`config.mk`:
```
export PLATFORM = sky130hd
export DESIGN_NAME = wb_arbiter
export DESIGN_NICKNAME = d
export VERILOG_FILES = /design/src/rtl/wb_arbiter.sv
export SDC_FILE = /design/constraint.sdc
export NUM_CORES = 1
export LEC_CHECK = 0
export CORE_MARGIN = 4
export CORE_UTILIZATION = 42
export DETAILED_ROUTE_END_ITERATION = 10
export GPL_TIMING_DRIVEN = 1
export PLACE_DENSITY = 0.6
export RECOVER_POWER = 25
export SETUP_SLACK_MARGIN = 0.5
export SLEW_MARGIN = 20
export SYNTH_ARGS = -nofsm -noshare
export SYNTH_HDL_FRONTEND = slang
export SYNTH_SLANG_ARGS = --single-unit
export TNS_END_PERCENT = 5
```
`constraint.sdc`:
```
create_clock -name clk -period 9.51 [get_ports clk]
set_clock_uncertainty 0.05 [all_clocks]
set_input_delay 0.951 -clock clk [delete_from_list [all_inputs] [get_ports clk]]
set_output_delay 0.951 -clock clk [all_outputs]
set_load 0.005 [all_outputs]
```
`src/rtl/wb_arbiter.sv`:
```
// wb_arbiter: funnels completions from three functional units and the
// load-store unit into two registered writeback ports. Each source owns a
// small FIFO; a round-robin scan grants up to two FIFO heads per cycle.
module wb_arbiter #(
   parameter int NUM_REQ    = 4,
   parameter int NUM_PORTS  = 2,
   parameter int DATA_W     = 32,
   parameter int TAG_W      = 6,
   parameter int FIFO_DEPTH = 2
) (
   input  logic                                 clk,
   input  logic                                 reset,
   input  logic                                 flush,
   input  logic [NUM_REQ-1:0]                   req_valid,
   output logic [NUM_REQ-1:0]                   req_ready,
   input  logic [NUM_REQ*TAG_W-1:0]             req_rob_idx,
   input  logic [NUM_REQ*TAG_W-1:0]             req_phys_rd,
   input  logic [NUM_REQ*DATA_W-1:0]            req_value,
   output logic [NUM_PORTS-1:0]                 wb_valid,
   output logic [NUM_PORTS*TAG_W-1:0]           wb_rob_idx,
   output logic [NUM_PORTS*TAG_W-1:0]           wb_phys_rd,
   output logic [NUM_PORTS*DATA_W-1:0]          wb_value,
   output logic [NUM_PORTS*$clog2(NUM_REQ)-1:0] wb_src,
   output logic                                 arb_conflict
);

   localparam int REQ_W = $clog2(NUM_REQ);
   localparam int PTR_W = $clog2(FIFO_DEPTH);
   localparam int CNT_W = PTR_W + 1;

   typedef struct packed {
      logic [TAG_W-1:0]  rob_idx;
      logic [TAG_W-1:0]  phys_rd;
      logic [DATA_W-1:0] value;
   } entry_t;

   // FIFO storage and bookkeeping
   entry_t           r_mem   [NUM_REQ][FIFO_DEPTH];
   logic [PTR_W-1:0] r_rptr  [NUM_REQ];
   logic [PTR_W-1:0] r_wptr  [NUM_REQ];
   logic [CNT_W-1:0] r_count [NUM_REQ];
   logic [REQ_W-1:0] r_rr_ptr;

   // Output registers
   logic [NUM_PORTS-1:0]        r_wb_valid;
   logic [NUM_PORTS*TAG_W-1:0]  r_wb_rob_idx;
   logic [NUM_PORTS*TAG_W-1:0]  r_wb_phys_rd;
   logic [NUM_PORTS*DATA_W-1:0] r_wb_value;
   logic [NUM_PORTS*REQ_W-1:0]  r_wb_src;
   logic                        r_arb_conflict;

   // Combinational helpers
   entry_t               w_in   [NUM_REQ];
   entry_t               w_head [NUM_REQ];
   logic [NUM_REQ-1:0]   w_nonempty;
   logic [NUM_REQ-1:0]   w_push;
   logic [NUM_REQ-1:0]   w_grant;
   logic [NUM_PORTS-1:0] w_port_valid;
   logic [REQ_W-1:0]     w_port_src [NUM_PORTS];
   logic [REQ_W-1:0]     w_scan_idx;
   logic [REQ_W-1:0]     w_next_ptr;
   logic                 w_conflict;

   // Per-requester status, incoming entry unpacking and FIFO head selection
   always_comb begin
      for (int i = 0; i < NUM_REQ; i++) begin
         // Ready comes from the registered count only, so a same-cycle pop
         // never opens a slot early.
         req_ready[i]  = (r_count[i] != CNT_W'(FIFO_DEPTH)) && !reset;
         w_nonempty[i] = (r_count[i] != '0);
         w_in[i]       = '{rob_idx: req_rob_idx[i*TAG_W +: TAG_W],
                           phys_rd: req_phys_rd[i*TAG_W +: TAG_W],
                           value:   req_value[i*DATA_W +: DATA_W]};
         w_head[i]     = r_mem[i][r_rptr[i]];
      end
   end

   assign w_push     = req_valid & req_ready & ~{NUM_REQ{flush}};
   assign w_conflict = ($countones(w_nonempty) > 2);

   // Round-robin scan from r_rr_ptr: first non-empty FIFO to port 0, second to port 1
   always_comb begin
      // NOTE: every output of a combinational block gets a default before any
      // conditional logic; a path that leaves one unassigned infers a latch.
      w_grant      = '0;
      w_port_valid = '0;
      w_port_src   = '{default: '0};
      w_next_ptr   = r_rr_ptr;
      w_scan_idx   = r_rr_ptr;
      for (int j = 0; j < NUM_REQ; j++) begin
         w_scan_idx = r_rr_ptr + REQ_W'(j);
         if (w_nonempty[w_scan_idx] && !w_port_valid[1]) begin
            if (!w_port_valid[0]) begin
               w_port_valid[0] = 1'b1;
               w_port_src[0]   = w_scan_idx;
            end else begin
               w_port_valid[1] = 1'b1;
               w_port_src[1]   = w_scan_idx;
            end
            w_grant[w_scan_idx] = 1'b1;
            w_next_ptr          = w_scan_idx + REQ_W'(1);
         end
      end
   end

   // FIFO pointers and occupancy; a flush empties everything
   always_ff @(posedge clk or posedge reset) begin
      // NOTE: state registers use non-blocking assignments so every flop
      // samples pre-edge values regardless of statement order.
      if (reset) begin
         for (int i = 0; i < NUM_REQ; i++) begin
            r_rptr[i]  <= '0;
            r_wptr[i]  <= '0;
            r_count[i] <= '0;
         end
      end else if (flush) begin
         for (int i = 0; i < NUM_REQ; i++) begin
            r_rptr[i]  <= '0;
            r_wptr[i]  <= '0;
            r_count[i] <= '0;
         end
      end else begin
         for (int i = 0; i < NUM_REQ; i++) begin
            if (w_push[i])  r_wptr[i] <= r_wptr[i] + PTR_W'(1);
            if (w_grant[i]) r_rptr[i] <= r_rptr[i] + PTR_W'(1);
            case ({w_push[i], w_grant[i]})
               2'b10:   r_count[i] <= r_count[i] + CNT_W'(1);
               2'b01:   r_count[i] <= r_count[i] - CNT_W'(1);
               default: r_count[i] <= r_count[i];
            endcase
         end
      end
   end

   // FIFO payload storage, written at the tail on each accepted push
   always_ff @(posedge clk) begin
      // NOTE: the payload array has no reset; occupancy is tracked by the
      // counters, so stale contents are never observed.
      for (int i = 0; i < NUM_REQ; i++) begin
         if (w_push[i]) r_mem[i][r_wptr[i]] <= w_in[i];
      end
   end

   // Writeback registers: granted heads load, idle ports drop valid and hold data
   always_ff @(posedge clk or posedge reset) begin
      if (reset) begin
         r_rr_ptr       <= '0;
         r_wb_valid     <= '0;
         r_wb_rob_idx   <= '0;
         r_wb_phys_rd   <= '0;
         r_wb_value     <= '0;
         r_wb_src       <= '0;
         r_arb_conflict <= 1'b0;
      end else if (flush) begin
         r_rr_ptr       <= '0;
         r_wb_valid     <= '0;
         r_arb_conflict <= 1'b0;
      end else begin
         r_rr_ptr       <= w_next_ptr;
         r_wb_valid     <= w_port_valid;
         r_arb_conflict <= w_conflict;
         for (int k = 0; k < NUM_PORTS; k++) begin
            if (w_port_valid[k]) begin
               r_wb_rob_idx[k*TAG_W +: TAG_W]   <= w_head[w_port_src[k]].rob_idx;
               r_wb_phys_rd[k*TAG_W +: TAG_W]   <= w_head[w_port_src[k]].phys_rd;
               r_wb_value[k*DATA_W +: DATA_W]   <= w_head[w_port_src[k]].value;
               r_wb_src[k*REQ_W +: REQ_W]       <= w_port_src[k];
            end
         end
      end
   end

   assign wb_valid     = r_wb_valid;
   assign wb_rob_idx   = r_wb_rob_idx;
   assign wb_phys_rd   = r_wb_phys_rd;
   assign wb_value     = r_wb_value;
   assign wb_src       = r_wb_src;
   assign arb_conflict = r_arb_conflict;

endmodule

```
==> out/qor.tcl, run 1 <==
set qor(outcome) {finished clean}
set qor(synth_cells) 1399
set qor(grt_pass1_wl_um) 85700
set qor(startpoint_type) {register}
set qor(wire_length_after_detailed_routing_um) 58000
set qor(finalWorstPathRequiredPeriod_ns) 5.70
set qor(hold_start) {wb_rob_idx[5]$_DFFE_PP0P_}
set qor(power_per_cell_area_mw_per_mm2) 343
set qor(worst_path_class_setup) {register to register}
set qor(cts_htree_levels) 2
set qor(synth_top_cell_area_share) 0.516
set qor(worstPathArrival_ns) 6.12
set qor(synth_edf_count) 352
set qor(synthFlopType) {sky130_fd_sc_hd__edfxtp_1}
set qor(postCtsHoldBufs) 0
set qor(grt_overflow_total) 0
set qor(portBuffers) 281
set qor(detailedRoute.firstIterationViolations) 853
set qor(clk_pin_slew_ns) 0.06
set qor(tightest_slew_ns) 1.15
set qor(timing.setup.tns_ns) 0
set qor(ant_nets) 0
set qor(critical_path.n_buffers_inverters) 3
set qor(path_delay_family) {buffers and inverters}
set qor(area_delta_synth_final_pct) 25.0
set qor(cts_made_buffers) 51
set qor(timing.final.setup_violations) 0
set qor(synth-async-reset-ratio) 0.243
set qor(fp.dieArea_mm2) 0.0524
set qor(crit_fanout) 68
set qor(fmax_mhz) 175
set qor(post_cts.repair.setup_buffers) 0
set qor(clock-root-buffer) {sky130_fd_sc_hd__clkbuf_16}
set qor(worstHoldPathType) {register to register}
set qor(synth_seq_cells) 465
set qor(gp_congestion) 0.831
set qor(postSynthAreaPerCell_um2) 14.6
set qor(cp_cell_sequence) {inv_1, ha_1, inv_2, mux4_2, a211oi_2, nor3_1, a311o_2, buf_4, mux2i_1, o211a_1}
set qor(commonest_non_fill_non_tap_cells_in_the_layout) {356 x sky130_fd_sc_hd__mux2i_1, 352 x sky130_fd_sc_hd__edfxtp_1, 151 x sky130_fd_sc_hd__clkdlybuf4s50_1}
set qor(dpl.hpwl_um) 35100
set qor(mostFrequentLayoutCell) {sky130_fd_sc_hd__mux2i_1}
set qor(row_count) 80
set qor(synthDistinctLibCells) 61
set qor(floorplan.initialDensity) 0.427
set qor(final_hold_viol_count) 0
set qor(tritoncts) {yes}
set qor(clk_latency_ns) 0.58
set qor(initial_antenna_violation_count) 12
set qor(crit_path_top_delay_cell) {sky130_fd_sc_hd__dfrtp_1}
set qor(floorplan.io_pins) 282
set qor(n_fill_cell) 3965
set qor(route.detailed.drc) 0
set qor(finalCritPeriodShare) 0.600
set qor(die_width_um) 229
set qor(avgViaCountPerCell) 5.57
set qor(fin_nets) 1861
set qor(grt_start_max_net_pins) 73
set qor(layout-drive-gt1-share) 0.0863
set qor(grtUsageTotal) 0.216
set qor(timing.final.max_slew_violations) 0
set qor(critical-path-max-stage-delay_ns) 0.94
set qor(power.ir.vdd_worst_v) 0.000425
set qor(timing.slew.headroom) 0.236
set qor(clock_sinks) 465
set qor(via_count_of_the_first_global_routing_pass) 13342
set qor(fin_hold_ws_ns) 0.426
set qor(synth.area.top_cells) {sky130_fd_sc_hd__edfxtp_1 52%, sky130_fd_sc_hd__mux2i_1 17%, sky130_fd_sc_hd__dfrtp_1 14%, sky130_fd_sc_hd__o211a_1 2.1%, sky130_fd_sc_hd__a31oi_1 1.5%}
set qor(crit_required_ns) 9.92
set qor(critical_path.startpoint) {r_rr_ptr[0]$_DFFE_PP0P_}
set qor(yosysTopAreaCell) {sky130_fd_sc_hd__edfxtp_1}
set qor(die_h_um) 229
set qor(synth.yosys.seq_area_share) 0.654
set qor(unrepaired_setup_endpoints_after_global_routing) {false}
set qor(num_vias) 12962
set qor(synthesized_area_mm2) 0.0205
set qor(drt-wirelength-per-cell_um) 24.9
set qor(core-area_mm2) 0.0479
set qor(cts.path.max_buffers) 3
set qor(yosys_warnings) 0
set qor(critical_path.endpoint_type) {register}
set qor(worst_r2r_startpoint) {r_rr_ptr[0]$_DFFE_PP0P_}
set qor(synth.net_count) 1596
set qor(post_cts_resize_count) 0
set qor(max-cap-violations) 0
set qor(cellLeakagePower_nw) 9.50
set qor(drt_pass1_iterations) 6
## area by class of cell
cell class	count	area [µm²]	share of cell area
clock inverters	22	269	0.0105
inverters	17	68.8	0.00269
well taps	615	769	0.0301
repair buffers	308	3020	0.118
clock buffers	71	1450	0.0567
diodes	8	20.0	0.000782
multi-input cells	821	6600	0.258
flip-flops and latches	465	13400	0.524
## final timing paths
kind | end | slack (ns) | cells past startpoint
min in group asynchronous | wb_rob_idx[3]$_DFFE_PP0P_ | 1.03 | 2
worst max-delay path | wb_value[37]$_DFFE_PP0P_ | 3.81 | 10
max in group asynchronous | r_rptr[1]$_DFFE_PP0P_ | 6.90 | 3
worst min-delay path | wb_rob_idx[5]$_DFFE_PP0P_ | 0.43 | 2
worst min register to register | wb_rob_idx[5]$_DFFE_PP0P_ | 0.43 | 2
worst max register to register | wb_value[37]$_DFFE_PP0P_ | 3.81 | 10
## where the power goes
group	switching (mW)	leakage [nW]	internal, mW
logic	2.14	4.13	1.77
clock network	0.791	0.837	1.22
registers	0.365	4.53	2.49
## cells by family (layout without fill, tap and decap cells)
group                      Yosys count  count (layout)  synth area share
and+or+nand+nor                    219             219            0.0498
other                                0               8                 0
AOI/OAI and AO/OA                  209             209            0.0732
DFF                                465             465             0.654
xor gates and xnor gates            17              17           0.00727
adders and majority gates           14              14           0.00892
muxes                              362             362             0.179
buffers and inverters              113             418            0.0273
## flip-flops by register name, summed over array words and instances (netlist names)
name and count:
r_wptr 4, r_mem 352, wb_value 64, wb_src 4, wb_valid 2, r_rr_ptr 2
wb_phys_rd 12, wb_rob_idx 12, arb_conflict 1, r_rptr 4, r_count 8
## cell usage after synthesis (all sizes together), types with 3 or more instances
master and instances:
nor3b 5, edfxtp 352, nand2 58, inv 17, xor2 5, nor2 79
nand3 48, dfrtp 113, xnor2 12, o211a 44, mux4 4, clkbuf 54
nand4 3, mux2i 356, a221o 3, ha 13, nor3 13, o21ai 63
buf 42, a31oi 48, nor2b 5, a211oi 8, a311oi 3, a21oi 12
o211ai 4, o22ai 3
## worst register-to-register path: stages, from the launching register on
cell and delay [ns]:
sky130_fd_sc_hd__dfrtp_1 0.94, sky130_fd_sc_hd__inv_1 0.51, sky130_fd_sc_hd__ha_1 0.89, sky130_fd_sc_hd__inv_2 0.17, sky130_fd_sc_hd__mux4_2 0.45, sky130_fd_sc_hd__a211oi_2 0.09, sky130_fd_sc_hd__nor3_1 0.36, sky130_fd_sc_hd__a311o_2 0.61
sky130_fd_sc_hd__buf_4 0.90, sky130_fd_sc_hd__mux2i_1 0.35, sky130_fd_sc_hd__o211a_1 0.25
## routing by layer
metal,track usage,up-vias,share of wire
met2,0.363,460,0.48
met5,0,-,0.00040
li1,-,5893,-
met4,0.0493,4,0.019
met3,0.0420,94,0.066
met1,0.293,6511,0.43
## metrics by stage
step | area, µm² | utilization | power [mW] | std cells | worst slack [ns]
after floorplan | 20500 | - | 5.54 | 1399 | 0.918
after global placement | 23900 | 0.498 | 6.74 | 2226 | 4.19
after detailed placement | 23900 | 0.498 | 6.83 | 2226 | 3.91
after CTS | 25600 | 0.534 | 8.86 | 2319 | 3.90
after global routing | 25600 | 0.534 | 9.22 | 2319 | 3.35
final | 25600 | 0.534 | 8.78 | 2327 | 3.81
No activity file was read; power rests on OpenSTA's default activity.
==> run 2, diff against run 1 <==
==> constraint.sdc (replaced) <==
create_clock -name clk -period 5.8 [get_ports clk]
set_clock_uncertainty 0.05 [all_clocks]
set_input_delay 0.58 -clock clk [delete_from_list [all_inputs] [get_ports clk]]
set_output_delay 0.58 -clock clk [all_outputs]
set_load 0.005 [all_outputs]
==> run 2 against run 1 <==
  * Sequential power grew 63%
  * Flip-flop and latch count stayed put
  * Critical path depth is the same
  * Routed wire length fell by 0.21%
  * Core utilization fell by 0.057 points
  * Highest routed layer unchanged
==> out/qor.tcl, run 2 (synthesis results as in run 1) <==
set qor(clockPowerShare) 0.221
set qor(die_width_um) 229
set qor(stdcell_area_mm2) 0.0256
set qor(worstPathArrival_ns) 4.75
set qor(hold_start) {wb_value[11]$_DFFE_PP0P_}
set qor(worst_r2r_startpoint) {r_rr_ptr[1]$_DFFE_PP0P_}
set qor(route.detailed.drc) 0
set qor(unrepaired_setup_endpoints_after_global_routing) {false}
set qor(clk_pin_slew_ns) 0.06
set qor(via_count_of_the_first_global_routing_pass) 13399
set qor(avgViaCountPerCell) 5.53
set qor(finalCritPeriodShare) 0.748
set qor(startpoint_type) {register}
set qor(timing.slew.headroom) 0.269
set qor(finalWorstPathRequiredPeriod_ns) 4.34
set qor(die_h_um) 229
set qor(grt_overflow_total) 0
set qor(p_int_mw) 8.92
set qor(worstHoldPathType) {register to register}
set qor(fp.dieArea_mm2) 0.0524
set qor(reg2reg_setup_slack_ns) 1.46
set qor(power.share.combinational) 0.452
set qor(cts_htree_levels) 2
set qor(tritoncts) {yes}
set qor(drt-wirelength-per-cell_um) 24.9
set qor(fin_nets) 1862
set qor(power_per_cell_area_mw_per_mm2) 558
set qor(finalPower_mw) 14.3
set qor(core-area_mm2) 0.0479
set qor(floorplan.io_pins) 282
set qor(fin_cells) 2328
set qor(dpl.hpwl_um) 35200
set qor(cts.path.max_buffers) 3
set qor(crit_required_ns) 6.21
set qor(gp_congestion) 0.851
set qor(clock_sinks) 465
set qor(fmax_mhz) 230
set qor(postCtsHoldBufs) 0
set qor(seq_area_mm2) 0.0134
set qor(grtUsageTotal) 0.216
set qor(clock-root-buffer) {sky130_fd_sc_hd__clkbuf_16}
set qor(critical_path.n_buffers_inverters) 3
set qor(grt_start_max_net_pins) 73
set qor(post-route-util) 0.533
set qor(p_sw_mw) 5.36
set qor(dpl_worst_slack_ns) 1.55
set qor(largest_register_ffs) 352
set qor(floorplan.initialDensity) 0.427
set qor(clk_latency_ns) 0.59
set qor(critical-path-max-stage-delay_ns) 0.80
set qor(post_cts.repair.setup_buffers) 0
set qor(drt_pass1_iterations) 5
set qor(portBuffers) 281
set qor(crit_fanout) 34
set qor(wire_length_after_detailed_routing_um) 57900
set qor(cp_cell_sequence) {inv_1, ha_1, inv_2, mux4_2, a211oi_2, nor3_1, a311o_2, buf_12, mux2i_1, o211a_1}
set qor(ant_nets) 0
set qor(crit_path_top_delay_cell) {sky130_fd_sc_hd__ha_1}
set qor(grt_pass1_wl_um) 85700
set qor(tightest_slew_ns) 1.10
set qor(seqPwrFrac) 0.327
set qor(cts_made_buffers) 49
set qor(area_delta_synth_final_pct) 24.8
set qor(detailedRoute.firstIterationViolations) 853
set qor(multiInputGateArea_mm2) 0.00659
set qor(layout-drive-gt1-share) 0.0844
set qor(final_hold_viol_count) 0
set qor(outcome) {finished clean}
set qor(ff_to_ff_end) {wb_rob_idx[11]$_DFFE_PP0P_}
set qor(n_fill_cell) 3922
set qor(timing.setup.tns_ns) 0
set qor(total_placed_instance_area_mm2) 0.0239
set qor(postLayoutSetupSlackWorst_ns) 1.46
set qor(switching_share) 0.375
set qor(fin_hold_ws_ns) 0.432
set qor(post_cts_resize_count) 0
set qor(initial_antenna_violation_count) 12
set qor(count_of_cells_along_the_worst_register_to_register_path) 10
set qor(max-cap-violations) 0
set qor(row_count) 80
set qor(power.ir.vdd_worst_v) 0.000669
set qor(path_delay_family) {compound AO/OA/AOI/OAI gates}
set qor(timing.final.setup_violations) 0
set qor(min_delay_path_depth) 2
set qor(timing.final.max_slew_violations) 0
set qor(hold_path_end) {wb_value[11]$_DFFE_PP0P_}
set qor(worst_path_class_setup) {register to register}
set qor(number_of_placed_instances_taps_included) 2229
set qor(commonest_non_fill_non_tap_cells_in_the_layout) {356 x sky130_fd_sc_hd__mux2i_1, 352 x sky130_fd_sc_hd__edfxtp_1, 152 x sky130_fd_sc_hd__clkdlybuf4s50_1}
set qor(mostFrequentLayoutCell) {sky130_fd_sc_hd__mux2i_1}
set qor(cellLeakagePower_nw) 9.48
set qor(num_vias) 12882
set qor(critical_path.endpoint_type) {register}
## run 2: worst min-delay path, stage by stage, from the launching register on
cell and delay, ns:
sky130_fd_sc_hd__dfrtp_1 0.34, sky130_fd_sc_hd__nand2_1 0.05, sky130_fd_sc_hd__o21ai_1 0.06
## run 2: layout make-up
class,count,area share
well taps,615,0.0301
clock inverters,14,0.00592
repair buffers,311,0.121
diodes,7,0.000685
inverters,17,0.00264
multi-input cells,821,0.258
flip-flops and latches,465,0.524
clock buffers,78,0.0574
## run 2: worst max-delay path by stage
stage	slack [ns]	from	depth (start not counted)	to
final	1.46	r_rr_ptr[1]$_DFFE_PP0P_	10	wb_rob_idx[11]$_DFFE_PP0P_
after global routing	1.24	r_rr_ptr[1]$_DFFE_PP0P_	10	wb_rob_idx[11]$_DFFE_PP0P_
after CTS	1.52	r_rr_ptr[1]$_DFFE_PP0P_	10	wb_rob_idx[11]$_DFFE_PP0P_
after detailed placement	1.55	r_rr_ptr[1]$_DFFE_PP0P_	10	wb_rob_idx[11]$_DFFE_PP0P_
after global placement	1.65	r_rr_ptr[1]$_DFFE_PP0P_	10	wb_value[34]$_DFFE_PP0P_
after floorplan	0.88	req_valid[3]	3	r_mem[3][0]$_DFFE_PP_
## run 2: layer usage
layer | track usage | vias to the layer above | part of all wire
li1 | - | 5900 | -
met4 | 0.0542 | 6 | 0.020
met1 | 0.289 | 6488 | 0.43
met3 | 0.0457 | 79 | 0.059
met5 | 0 | - | 0.00060
met2 | 0.363 | 409 | 0.49
## run 2: power groups by stage
stage                     registers, mW  clock network [mW]  logic (mW)
after global placement             4.74                   0        6.33
after floorplan                    4.39                   0        4.69
after detailed placement           4.74                   0        6.50
after CTS                          4.68                3.23        6.51
after global routing               4.72                3.37        6.95
final                              4.66                3.16        6.45
